===== config.mk =====
export PLATFORM = sky130hd
export DESIGN_NAME = seq_pattern_gen
export DESIGN_NICKNAME = d
export VERILOG_FILES = /design/src/rtl/seq_pkg.sv /design/src/rtl/seq_piso.sv /design/src/rtl/seq_pattern_gen.sv
export SDC_FILE = /design/constraint.sdc
export NUM_CORES = 1
export LEC_CHECK = 0
export CORE_MARGIN = 5
export CORE_UTILIZATION = 54
export CTS_CLUSTER_SIZE = 25
export DETAILED_ROUTE_END_ITERATION = 8
export GPL_TIMING_DRIVEN = 0
export PLACE_DENSITY = 0.86
export SLEW_MARGIN = 20
export SYNTH_ARGS = -nofsm -noshare
export SYNTH_HDL_FRONTEND = slang
export SYNTH_SLANG_ARGS = --single-unit
export TNS_END_PERCENT = 100

===== constraint.sdc =====
create_clock -name clk -period 2.34 [get_ports clk]
set_input_delay 0.351 -clock clk [delete_from_list [all_inputs] [get_ports clk]]
set_output_delay 0.351 -clock clk [all_outputs]
set_load 0.02 [all_outputs]

===== src/rtl/seq_pkg.sv =====
// ---------------------------------------------------------------------------
// seq_pkg
// Shared types and constants for the serial sequence link (pattern
// generator and detectors).
// Revision: 1.0
// ---------------------------------------------------------------------------
`default_nettype none

package seq_pkg;

  // Transmitter FSM state encoding
  typedef enum logic [1:0] {
    IDLE = 2'b00,
    SEND = 2'b01,
    GAP  = 2'b10
  } seq_state_e;

  // Widths shared between the generator and the detectors
  localparam int SEQ_PAT_W = 4;
  localparam int SEQ_REP_W = 8;
  localparam int SEQ_GAP_W = 4;

  // Default pattern, transmitted MSB-first
  localparam logic [SEQ_PAT_W-1:0] SEQ_PAT_1011 = 4'b1011;

endpackage

`default_nettype wire


===== src/rtl/seq_piso.sv =====
// ---------------------------------------------------------------------------
// seq_piso
// PAT_W-bit parallel-in serial-out shifter. The register MSB is the bit
// being transmitted in the current cycle; msb_next is the bit that will sit
// in the MSB after this edge, so the caller can register it directly.
// last flags that the current bit is the final one of the word.
// Revision: 1.0
// ---------------------------------------------------------------------------
`default_nettype none

module seq_piso #(
  parameter int PAT_W = 4
) (
  input  logic             clk,
  input  logic             rst,
  input  logic             load,
  input  logic             shift,
  input  logic [PAT_W-1:0] load_data,
  output logic             msb_next,
  output logic             last
);

  localparam int IDX_W = (PAT_W > 1) ? $clog2(PAT_W) : 1;

  logic [PAT_W-1:0] shreg;
  logic [IDX_W-1:0] idx;

  // Load a fresh word or shift one bit out; index counts PAT_W-1 down to 0
  always_ff @(posedge clk or negedge rst) begin
    if (!rst) begin
      shreg <= '0;
      idx   <= '0;
    end else if (load) begin
      shreg <= load_data;
      idx   <= IDX_W'(PAT_W - 1);
    end else if (shift) begin
      shreg <= {shreg[PAT_W-2:0], 1'b0};
      idx   <= idx - IDX_W'(1);
    end
  end

  // Look-ahead of the MSB and terminal-bit flag
  always_comb begin
    if (load) begin
      msb_next = load_data[PAT_W-1];
    end else if (shift) begin
      msb_next = shreg[PAT_W-2];
    end else begin
      msb_next = shreg[PAT_W-1];
    end
    last = (idx == '0);
  end

endmodule

`default_nettype wire


===== src/rtl/seq_pattern_gen.sv =====
// ---------------------------------------------------------------------------
// seq_pattern_gen
// Serial pattern transmitter: on start, shifts PATTERN MSB-first onto a
// 1-bit line rep_cnt times with an optional idle gap between repetitions.
// All outputs are registered. Optional build macro SEQ_GEN_ERR_INJECT_EN adds
// inj_err, which inverts the last bit of the first repetition.
// Revision: 1.0
// ---------------------------------------------------------------------------
`default_nettype none

module seq_pattern_gen
  import seq_pkg::*;
#(
  parameter int               PAT_W   = SEQ_PAT_W,
  parameter logic [PAT_W-1:0] PATTERN = SEQ_PAT_1011,
  parameter int               REP_W   = SEQ_REP_W,
  parameter int               GAP_W   = SEQ_GAP_W
) (
  input  logic             clk,
  input  logic             rst,
  input  logic             start,
  input  logic [REP_W-1:0] rep_cnt,
  input  logic [GAP_W-1:0] gap,
  input  logic             abort,
`ifdef SEQ_GEN_ERR_INJECT_EN
  input  logic             inj_err,
`endif
  output logic             out,
  output logic             out_valid,
  output logic             busy,
  output logic             done
);

  seq_state_e       state;
  seq_state_e       next_state;
  logic [REP_W-1:0] reps;
  logic [GAP_W-1:0] gap_reload;
  logic [GAP_W-1:0] gap_cnt;

  logic             capture;
  logic             load;
  logic             shift;
  logic             rep_dec;
  logic             gap_load;
  logic             gap_dec;
  logic             done_evt;

  logic [PAT_W-1:0] load_data;
  logic             bit_next;
  logic             last_bit;

  logic             out_d;
  logic             valid_d;
  logic             busy_d;
  logic             done_d;

  // The first repetition is always loaded from IDLE, so the corrupted word
  // only ever reaches the line once per transmission.
`ifdef SEQ_GEN_ERR_INJECT_EN
  assign load_data = ((state == IDLE) && inj_err) ? (PATTERN ^ PAT_W'(1)) : PATTERN;
`else
  assign load_data = PATTERN;
`endif

  seq_piso #(
    .PAT_W(PAT_W)
  ) u_piso (
    .clk      (clk),
    .rst      (rst),
    .load     (load),
    .shift    (shift),
    .load_data(load_data),
    .msb_next (bit_next),
    .last     (last_bit)
  );

  // FSM state register
  always_ff @(posedge clk or negedge rst) begin
    if (!rst) begin
      state <= IDLE;
    end else begin
      state <= next_state;
    end
  end

  // Next-state and datapath strobes; abort always wins over start
  always_comb begin
    next_state = state;
    capture    = 1'b0;
    load       = 1'b0;
    shift      = 1'b0;
    rep_dec    = 1'b0;
    gap_load   = 1'b0;
    gap_dec    = 1'b0;
    done_evt   = 1'b0;
    case (state)
      IDLE: begin
        if (start && !abort) begin
          if (rep_cnt != '0) begin
            capture    = 1'b1;
            load       = 1'b1;
            next_state = SEND;
          end else begin
            done_evt = 1'b1;
          end
        end
      end
      SEND: begin
        if (abort) begin
          next_state = IDLE;
        end else if (last_bit) begin
          rep_dec = 1'b1;
          if (reps > REP_W'(1)) begin
            if (gap_reload != '0) begin
              gap_load   = 1'b1;
              next_state = GAP;
            end else begin
              load = 1'b1;
            end
          end else begin
            done_evt   = 1'b1;
            next_state = IDLE;
          end
        end else begin
          shift = 1'b1;
        end
      end
      GAP: begin
        if (abort) begin
          next_state = IDLE;
        end else if (gap_cnt == GAP_W'(1)) begin
          load       = 1'b1;
          next_state = SEND;
        end else begin
          gap_dec = 1'b1;
        end
      end
      default: next_state = IDLE;
    endcase
  end

  // Output decode of the upcoming cycle, registered below
  always_comb begin
    valid_d = (next_state == SEND);
    out_d   = valid_d & bit_next;
    busy_d  = (next_state != IDLE);
    done_d  = done_evt;
  end

  // Repetition and gap counters, captured only when a start is accepted
  always_ff @(posedge clk or negedge rst) begin
    if (!rst) begin
      reps       <= '0;
      gap_reload <= '0;
      gap_cnt    <= '0;
    end else begin
      if (capture) begin
        reps       <= rep_cnt;
        gap_reload <= gap;
      end else if (rep_dec) begin
        reps <= reps - REP_W'(1);
      end
      if (gap_load) begin
        gap_cnt <= gap_reload;
      end else if (gap_dec) begin
        gap_cnt <= gap_cnt - GAP_W'(1);
      end
    end
  end

  // Registered outputs
  always_ff @(posedge clk or negedge rst) begin
    if (!rst) begin
      out       <= 1'b0;
      out_valid <= 1'b0;
      busy      <= 1'b0;
      done      <= 1'b0;
    end else begin
      out       <= out_d;
      out_valid <= valid_d;
      busy      <= busy_d;
      done      <= done_d;
    end
  end

endmodule

`default_nettype wire


* After elaboration in Yosys (flattened, before gate mapping)
Index checks and enable logic that the tools add are counted.
Word-level totals: bits of input ports 16, register bits 28, output and inout bits 4, logic and storage cells 78
Cells by class: reductions and logical operators 10, equal/unequal tests 4, $add $sub $neg 3, muxes and demuxes 49, $lt $le $gt $ge 1, bitwise logic cells 1
Operator list (count):
- two-way mux 1 bit | 30
- two-way mux 2 bit | 10
- two-way mux 4 bit | 4
- two-way mux 8 bit | 2
- > comparator 8 x 1 -> 1 bit (second input constant) | 1
- nonzero test 2 bit | 4
- nonzero test 8 bit | 1
- subtractor 8 x 1 -> 8 bit (second input constant) | 1
- case mux 2 bit (3 select lines) | 1
- == test 2 x 1 -> 1 bit (second input constant) | 2
- == test 4 x 1 -> 1 bit (second input constant) | 1
- zero test 2 bit | 2
- nonzero test 4 bit | 1
- subtractor 4 x 1 -> 4 bit (second input constant) | 1
- case mux 1 bit (3 select lines) | 1
- == test 2 bit (second input constant) | 1
- case mux 1 bit (2 select lines) | 1
- subtractor 2 x 1 -> 2 bit (second input constant) | 1
- bitwise AND 1 bit | 1
- logical AND 1 bit | 1
- zero test 1 bit | 1

* Logic depth before layout (Yosys ltp)
Gate-level depths: netlist of run 1.
depth after elaboration 8, mapped depth 8, mapped depth without buffers 7

* Cells and area by module
Synthesis of run 1 repeated with hierarchy kept, for this count alone.
Second synthesis, totals: cell total of the unflattened synthesis 153, area total of the unflattened synthesis 1505.2 um^2
By module, submodules not included:
- seq_pattern_gen | area each 1212.4 um^2, cells an instance 125, seq. area each 550.5 um^2, times used 1
- seq_piso | area each 292.8 um^2, cells an instance 28, seq. area each 150.1 um^2, times used 1

* Worst setup path after synthesis of run 1
Ideal clock, no wire load.
path kind register to register, from register reps[0], to register gap_cnt[2], required time 2214 ps, clock period less this slack 1750 ps, cell stages (with the launch flop) 7, setup time 126 ps, path buffers 0, data arrival time 1624 ps, setup slack 590 ps, cell sequence dfrtp_1 > inv_1 > ha_1 > or2_2 > a31oi_4 > a21oi_2 > a221o_1
Between the ends: word-level cells in the longest chain between the ends 6, elaborated cells between the ends (all ways) 7, classes of those cells order compare: 1; mux: 5; reduce/logical: 1
Ends and longest elaborated chain:
- from (decl) | RTL line seq_pattern_gen.sv:36 | logic [REP_W-1:0] reps;
- from (signal assigned) | RTL line seq_pattern_gen.sv:158 | reps <= rep_cnt;
- from (signal assigned) | RTL line seq_pattern_gen.sv:161 | reps <= reps - REP_W'(1);
- > comparator 8 x 1 -> 1 bit * | RTL line seq_pattern_gen.sv:113 | if (reps > REP_W'(1)) begin
- two-way mux 1 bit * | RTL line seq_pattern_gen.sv:113
- two-way mux 1 bit * | RTL line seq_pattern_gen.sv:111 | end else if (last_bit) begin
- two-way mux 1 bit * | RTL line seq_pattern_gen.sv:109 | if (abort) begin
- two-way mux 1 bit * | RTL line seq_pattern_gen.sv:96 | case (state)
- two-way mux 4 bit / nonzero test 2 bit (equally long branches)
- to (signal assigned) | RTL line seq_pattern_gen.sv:164 | gap_cnt <= gap_reload;
- to (signal assigned) | RTL line seq_pattern_gen.sv:166 | gap_cnt <= gap_cnt - GAP_W'(1);
- to (decl) | RTL line seq_pattern_gen.sv:38 | logic [GAP_W-1:0] gap_cnt;
Every way passes the cells marked *; elsewhere a longest branch is shown, timed or not. A chain may end at the register's enable or synchronous reset.

* Worst setup path after layout of run 1
Same ends and word-level chain as after synthesis.

==> run summary, run 1 <==
Worst Skew: 3.58 ps
CP endpoint kind: flop
worst skew pair latency: 340 ps
sequential-to-total area share from yosys stat: 45.5%
Hold Buf Count CTS: 0
I/O pin cnt: 20
Die Footprint: 4020 µm²
fin crit share: 83.5%
first-pass GRT wire length: 5660 µm
overall power: 1870 µW
via count: 1236
Crit path buffers/inverters: 1
register bit total from synthesis: 28
synthesized area per cell: 10.5 µm²
Tightest Pin Transition: 857 ps
Peak VDD IR: 0.702 mV
Slew Limit Fails: 0
Core Area: 2730 µm²
post-CTS sizing: 0
Mapped Area: 1540 µm²
Setup Viol. Count Final: 0
Final nets: 192
Cell Chain, Critical Path: inv_1, ha_1, or2_2, a31oi_4, a21oi_2, a221o_1
GRT Total Usage: 17.4%
largest net degree at the start of global routing: 29
Yosys warnings: 0
pre-CTS WS: 110 ps
setup repair bufs after CTS: 0
Synth Flop Type: dfrtp_1
Crit Path Class: reg -> reg
relative slew slack: 42.4%
CP max-delay cell: dfrtp_1
post-route minimum period: 1950 ps
Req. time, crit path: 2580 ps
Initial Util: 56.3%
fillers: 220
DRT iter0 DRCs: 66
final WL: 3200 µm
initial antenna violation count: 0
GR Overflow Total: 0
CTS tree: done
H-Tree Level Count: 1
leading cell type in the layout, fill and taps excluded: dfrtp_1
final instance area: 1820 µm²
hpwl dp: 2470 µm
max-capacitance violation count: 0
Final Hold Vio Count: 9
syn nets: 168
final setup margin: 387 ps
n_diodes: 0
fmax: 512 MHz
Power Dens Cells: 1030 nW/µm²
post-route ant nets: 0
CP peak stage delay: 400 ps
Port-buffer cells: 19
dpl cell area: 1760 µm²
critical path arrival: 2190 ps
post-synthesis cell type count: 44
Clock Path Buffers: 2
RSZ-0062 raised after global routing: no
Synth-to-Final Area Change: 18.0%
most frequent cells in the layout: 28 x dfrtp_1, 25 x nand2_1, 18 x clkdlybuf4s50_1, 8 x inv_1, 7 x nand3_1
min-delay worst type: in -> async
residual DRC count: 0
Vias per Instance: 6.15
utilization after layout: 66.4%
Post-Synthesis Cells: 147
worst hold slack: -9.41 ps
Std-Cell Rows: 19
gpl congestion: 0.850
delay-heaviest family, CP: compound AO/OA/AOI/OAI gates
clock net sink count: 28
drt wl/cell: 15.9 µm
LEAKAGE: 0.000760 µW
startpoint types: flop
fraction of layout cells with a size suffix above 1: 16.5%
FFs w/ async S/R, synth: 100%
Initial DRT Pass Iterations: 4
root buffer cell: clkbuf_4
die height: 63.4 µm
die span in x: 63.4 µm
clock-pin slew on the worst setup and hold paths: 150 ps
Max FO, Critical Path: 6
failing checks: hold timing
CTS buffer count: 3
status: finished with violations
number of synthesized flops with an enable pin: 0
Setup TNS: 0 ps
vias in the first global route: 1216
==> cells by family (layout without fill, tap and decap cells) <==
group / Yosys count / in the layout / synth area share [%]
DFF: 28 / 28 / 45.5
AOI/OAI and AO/OA: 31 / 31 / 17.6
buffers and inverters: 12 / 35 / 3.17
muxes: 6 / 6 / 4.23
and+or+nand+nor: 64 / 64 / 24.9
adders and majority gates: 5 / 5 / 4.07
xor gates and xnor gates: 1 / 1 / 0.569
==> per-stage QoR <==
stage / hold WS [ps] / instances
2_1_floorplan: 55.4 / 147
4_1_cts: 12.7 / 201
3_3_place_gp: 458 / 197
3_5_place_dp: 398 / 197
5_1_grt: 30.8 / 201
6_report: -9.41 / 201
==> final cells by class <==
cell class / instances / area, µm² / area share, %
Sequential cell: 28 / 701 / 38.6
Multi-Input combinational cell: 107 / 790 / 43.5
Buffer: 3 / 15.0 / 0.827
Clock buffer: 3 / 22.5 / 1.24
Inverter: 9 / 33.8 / 1.86
Clock inverter: 1 / 30.0 / 1.65
Timing Repair Buffer: 19 / 185 / 10.2
Tap cell: 31 / 38.8 / 2.14
==> cell usage after synthesis (2+ instances only) <==
cell | n | share of area, %
a21oi_1 | 6 | 2.0
a221o_1 | 2 | 1.3
a32oi_1 | 3 | 1.7
buf_2 | 3 | 0.98
dfrtp_1 | 28 | 46
ha_1 | 5 | 4.1
inv_1 | 8 | 2.0
mux2_2 | 4 | 2.9
mux2i_1 | 2 | 1.3
nand2_1 | 25 | 6.1
nand2b_1 | 4 | 1.6
nand3_1 | 7 | 2.3
nand4_1 | 4 | 1.6
nor2_1 | 6 | 1.5
nor3_1 | 2 | 0.65
nor3b_1 | 2 | 0.98
nor4_2 | 3 | 2.4
nor4b_2 | 2 | 2.0
o211ai_1 | 4 | 2.0
o21ai_0 | 2 | 0.65
o21ai_1 | 2 | 0.65
==> metal layers <==
metal / vias to the layer above / global-route usage (%) / wire length [µm]
li1: 587 / - / -
met1: 613 / 22.4 / 1380
met2: 31 / 27.8 / 1590
met3: 5 / 4.26 / 181
met4: 0 / 7.27 / 48
met5: - / 0 / 0
==> path summary, 6_finish.rpt <==
kind,from,end,slack (ps),depth (start not counted)
worst max-delay path,reps[0]$_DFFE_PN0P_,gap_cnt[2]$_DFFE_PN0P_,390,6
worst min-delay path,rst,reps[4]$_DFFE_PN0P_,-9,1
worst max register to register,reps[0]$_DFFE_PN0P_,gap_cnt[2]$_DFFE_PN0P_,390,6
worst min register to register,u_piso.shreg[0]$_DFFE_PN0P_,u_piso.shreg[0]$_DFFE_PN0P_,500,2
max in group asynchronous,rst,state[0]$_DFF_PN0_,1950,1
min in group clk,u_piso.shreg[0]$_DFFE_PN0P_,u_piso.shreg[0]$_DFFE_PN0P_,500,2
==> flip-flops by register name, summed over array words and instances (netlist names) <==
| signal | flops |
|---|---|
| done | 1 |
| gap_reload | 4 |
| reps | 8 |
| u_piso.idx | 2 |
| u_piso.shreg | 4 |
| state | 2 |
| out_valid | 1 |
| busy | 1 |
| out | 1 |
| gap_cnt | 4 |
==> worst register-to-register path, cell delays in order, from the launching register on <==
cell and delay (ps):
dfrtp_1 400, inv_1 80, ha_1 280, or2_2 380
a31oi_4 270, a21oi_2 130, a221o_1 310
==> power by group <==
group / total (µW) / leakage [µW] / internal [µW] / switching, µW
clock: 321 / 0.0000279 / 174 / 148
combinational: 702 / 0.000393 / 312 / 389
sequential: 846 / 0.000339 / 671 / 176
No activity file was read; power rests on OpenSTA's default activity.
==> run 2: changes to the inputs <==
--- a/config.mk
+++ b/config.mk
@@ -6,11 +6,11 @@
 export NUM_CORES = 1
 export LEC_CHECK = 0
 export CORE_MARGIN = 5
-export CORE_UTILIZATION = 54
+export CORE_UTILIZATION = 49
 export CTS_CLUSTER_SIZE = 25
 export DETAILED_ROUTE_END_ITERATION = 8
 export GPL_TIMING_DRIVEN = 0
-export PLACE_DENSITY = 0.86
+export PLACE_DENSITY = 0.83
 export SLEW_MARGIN = 20
 export SYNTH_ARGS = -nofsm -noshare
 export SYNTH_HDL_FRONTEND = slang
==> constraint.sdc (replaced) <==
create_clock -name clk -period 1.7 [get_ports clk]
set_input_delay 0.255 -clock clk [delete_from_list [all_inputs] [get_ports clk]]
set_output_delay 0.255 -clock clk [all_outputs]
set_load 0.02 [all_outputs]
==> run 2 against run 1 <==
Compared with the run above:
- the run ends with setup timing left
- clock skew is essentially flat
- global-route usage grew 1.0 points
- flip-flop and latch count is the same
- register-to-register slack lost 470 ps
- total power grew 70%
- hold slack gained 440 ps
- via count grew 17%
- largest cell class unchanged
- largest power group is now combinational logic
- highest routed layer unchanged
==> run summary, run 2 (synthesized netlist as in run 1, its figures left out) <==
Peak VDD IR: 0.704 mV (+0.22%)
Crit path buffers/inverters: 2 (+1)
hpwl dp: 2520 µm (+1.8%)
most frequent cells in the layout: 26 x buf_4, 24 x dfrtp_1, 22 x nand2_1, 17 x clkdlybuf4s50_1, 7 x nand3_1
DRT iter0 DRCs: 140 (+110%)
residual DRC count: 0 (unchanged)
WL met2: 2250 µm (+42%)
gpl congestion: 0.774 (-8.9%)
critical path arrival: 2040 ps (-150 ps)
initial antenna violation count: 0 (unchanged)
Reg with most FFs: reps
Req. time, crit path: 1950 ps (-630 ps)
CTS tree: done
relative slew slack: 58.0% (+16 points)
min-delay worst type: in -> async
root buffer cell: clkbuf_4
failing checks: setup timing
number of instances in the placed design: 210 (+6.6%)
worst skew pair latency: 350 ps (about the same)
drt wl/cell: 17.8 µm (+12%)
WL met1: 1850 µm (+33%)
Initial Util: 50.8% (-5.5 points)
GRT Total Usage: 18.5% (+1.0 points)
status: finished with violations
Initial DRT Pass Iterations: 5 (+1)
GR Overflow Total: 0 (unchanged)
Final nets: 223 (+16%)
CP peak stage delay: 420 ps (+20 ps)
pre-CTS WS: -414 ps (-524 ps)
H-Tree Level Count: 1 (unchanged)
Int Pwr: 1950 µW (+69%)
post-route ant nets: 0 (unchanged)
Clock Path Buffers: 2 (unchanged)
die span in x: 66.0 µm (+4.2%)
CTS buffer count: 3 (unchanged)
Crit Path Class: reg -> reg
sequential share of power: 38.3% (-7.0 points)
Max FO, Critical Path: 6 (unchanged)
final WL: 4370 µm (+36%)
clock-pin slew on the worst setup and hold paths: 150 ps (about the same)
final setup margin: -84.7 ps (-471 ps)
n_diodes: 0 (unchanged)
Synth-to-Final Area Change: 46.2%
fillers: 181 (-18%)
Sw Share: 38.6% (+0.47 points)
leading cell type in the layout, fill and taps excluded: buf_4
clock net sink count: 28 (unchanged)
Final Hold Vio Count: 0 (-9)
max reg flops: 8 (unchanged)
largest net degree at the start of global routing: 29 (unchanged)
Die Footprint: 4360 µm² (+8.6%)
fmax: 560 MHz (+9.5%)
Vias per Instance: 5.91 (-4.0%)
RSZ-0062 raised after global routing: yes
Slew Limit Fails: 0 (unchanged)
clock group share of total power: 14.1% (-3.1 points)
P_sw: 1230 µW (+72%)
fraction of layout cells with a size suffix above 1: 38.8% (+22 points)
LEAKAGE: 0.000958 µW (+26%)
I/O pin cnt: 20 (unchanged)
Setup Viol. Count Final: 6 (+6)
Tightest Pin Transition: 629 ps (-227 ps)
Core Area: 3030 µm² (+11%)
first-pass GRT wire length: 6170 µm (+9.0%)
post-route minimum period: 1780 ps (-169 ps)
delay-heaviest family, CP: compound AO/OA/AOI/OAI gates
Worst Skew: 3.54 ps (-0.0335 ps)
Std-Cell Rows: 20 (+1)
Combinational Power Share: 47.6% (+10 points)
die height: 66.0 µm (+4.2%)
via count: 1447 (+17%)
CP endpoint kind: flop
highest metal used: met4
Post-Layout Cell Count: 245 (+22%)
DR WL met3: 173 µm (-4.4%)
startpoint types: flop
Power Dens Cells: 1410 nW/µm² (+37%)
Port-buffer cells: 19 (unchanged)
fin crit share: 105% (+22 points)
max-capacitance violation count: 0 (unchanged)
vias in the first global route: 1339 (+10%)
CP max-delay cell: dfrtp_1
Cell Chain, Critical Path: inv_2, ha_4, nand4bb_1, buf_6, a31oi_4, a21oi_4, a221o_1
[run 2: cell types whose count changed in the layout (fill, tap and decap cells not counted), moves of 3 or more]
cell     change
buf_4       +26
dfrtp_1      -4
inv_2        +4
dfrtp_2      +4
mux2_4       +4
ha_1         -3
inv_1        -4
buf_6        +5
nand2_1      -3
mux2_2       -4
[run 2: per-layer routing]
layer | up-vias | global-route usage, %
met1 | 733 | 22.0
li1 | 652 | -
met2 | 50 | 32.7
met5 | - | 0
met4 | 0 | 8.63
met3 | 12 | 2.38
[run 2: timing repair]
action                                  CTS  global route
hold buffers                              1             0
pin swaps                                 6            10
setup buffers                            10            18
resized for setup                        23            20
endpoints found under the setup margin   19            24
endpoints found under the hold margin    28             0
cloned                                    1             1
[run 2: final cells by class]
type,instances,area [µm²],share of cell area (%)
clock buffer,3,22.5,1.00
sequential,28,706,31.4
multi-input combinational,108,952,42.3
buffer,3,33.8,1.50
inverter,9,33.8,1.50
clock inverter,1,30.0,1.33
timing repair buffer,49,417,18.5
tap,44,55.1,2.45
[run 2: worst paths after layout]
kind                                                  start                          end  cells past startpoint  slack (ps)
max in group asynchronous                               rst           state[1]$_DFF_PN0_                      2         820
worst max register to register    u_piso.idx[0]$_DFFE_PN0P_       gap_cnt[2]$_DFFE_PN0P_                      7         -80
worst min register to register  u_piso.shreg[0]$_DFFE_PN0P_  u_piso.shreg[0]$_DFFE_PN0P_                      2         510
worst min-delay path                                    rst          reps[4]$_DFFE_PN0P_                      2         430
min in group clk                u_piso.shreg[0]$_DFFE_PN0P_  u_piso.shreg[0]$_DFFE_PN0P_                      2         510
worst max-delay path              u_piso.idx[0]$_DFFE_PN0P_       gap_cnt[2]$_DFFE_PN0P_                      7         -80
[run 2: worst reg2reg max path: cells and delay by family (launching register included)]
kind	cells	cell delay (ps)
and+or+nand+nor	1	150
adders and majority gates	1	160
buffers and inverters	2	240
DFF	1	420
AOI/OAI and AO/OA	3	720
[run 2: through the flow]
step / hold slack (ps) / utilization [%] / area, µm² / power, µW / TNS, ps
4_1_cts: 466 / 67.1 / 2030 / 2830 / -17.3
2_1_floorplan: -40.6 / - / 1540 / 1850 / 0
3_3_place_gp: 462 / 59.1 / 1790 / 2070 / -7170
5_1_grt: 500 / 74.3 / 2250 / 3370 / -1100
3_5_place_dp: 306 / 58.9 / 1780 / 2170 / -8730
6_report: 434 / 74.3 / 2250 / 3180 / -135
[run 2: power groups by stage]
stage	Sequential, µW	Clock (µW)	Combinational, µW
CTS	1180	443	1200
finish	1220	448	1520
detailed placement	1180	0	990
global placement	1150	0	923
global route	1250	485	1640
floorplan	1150	0	700
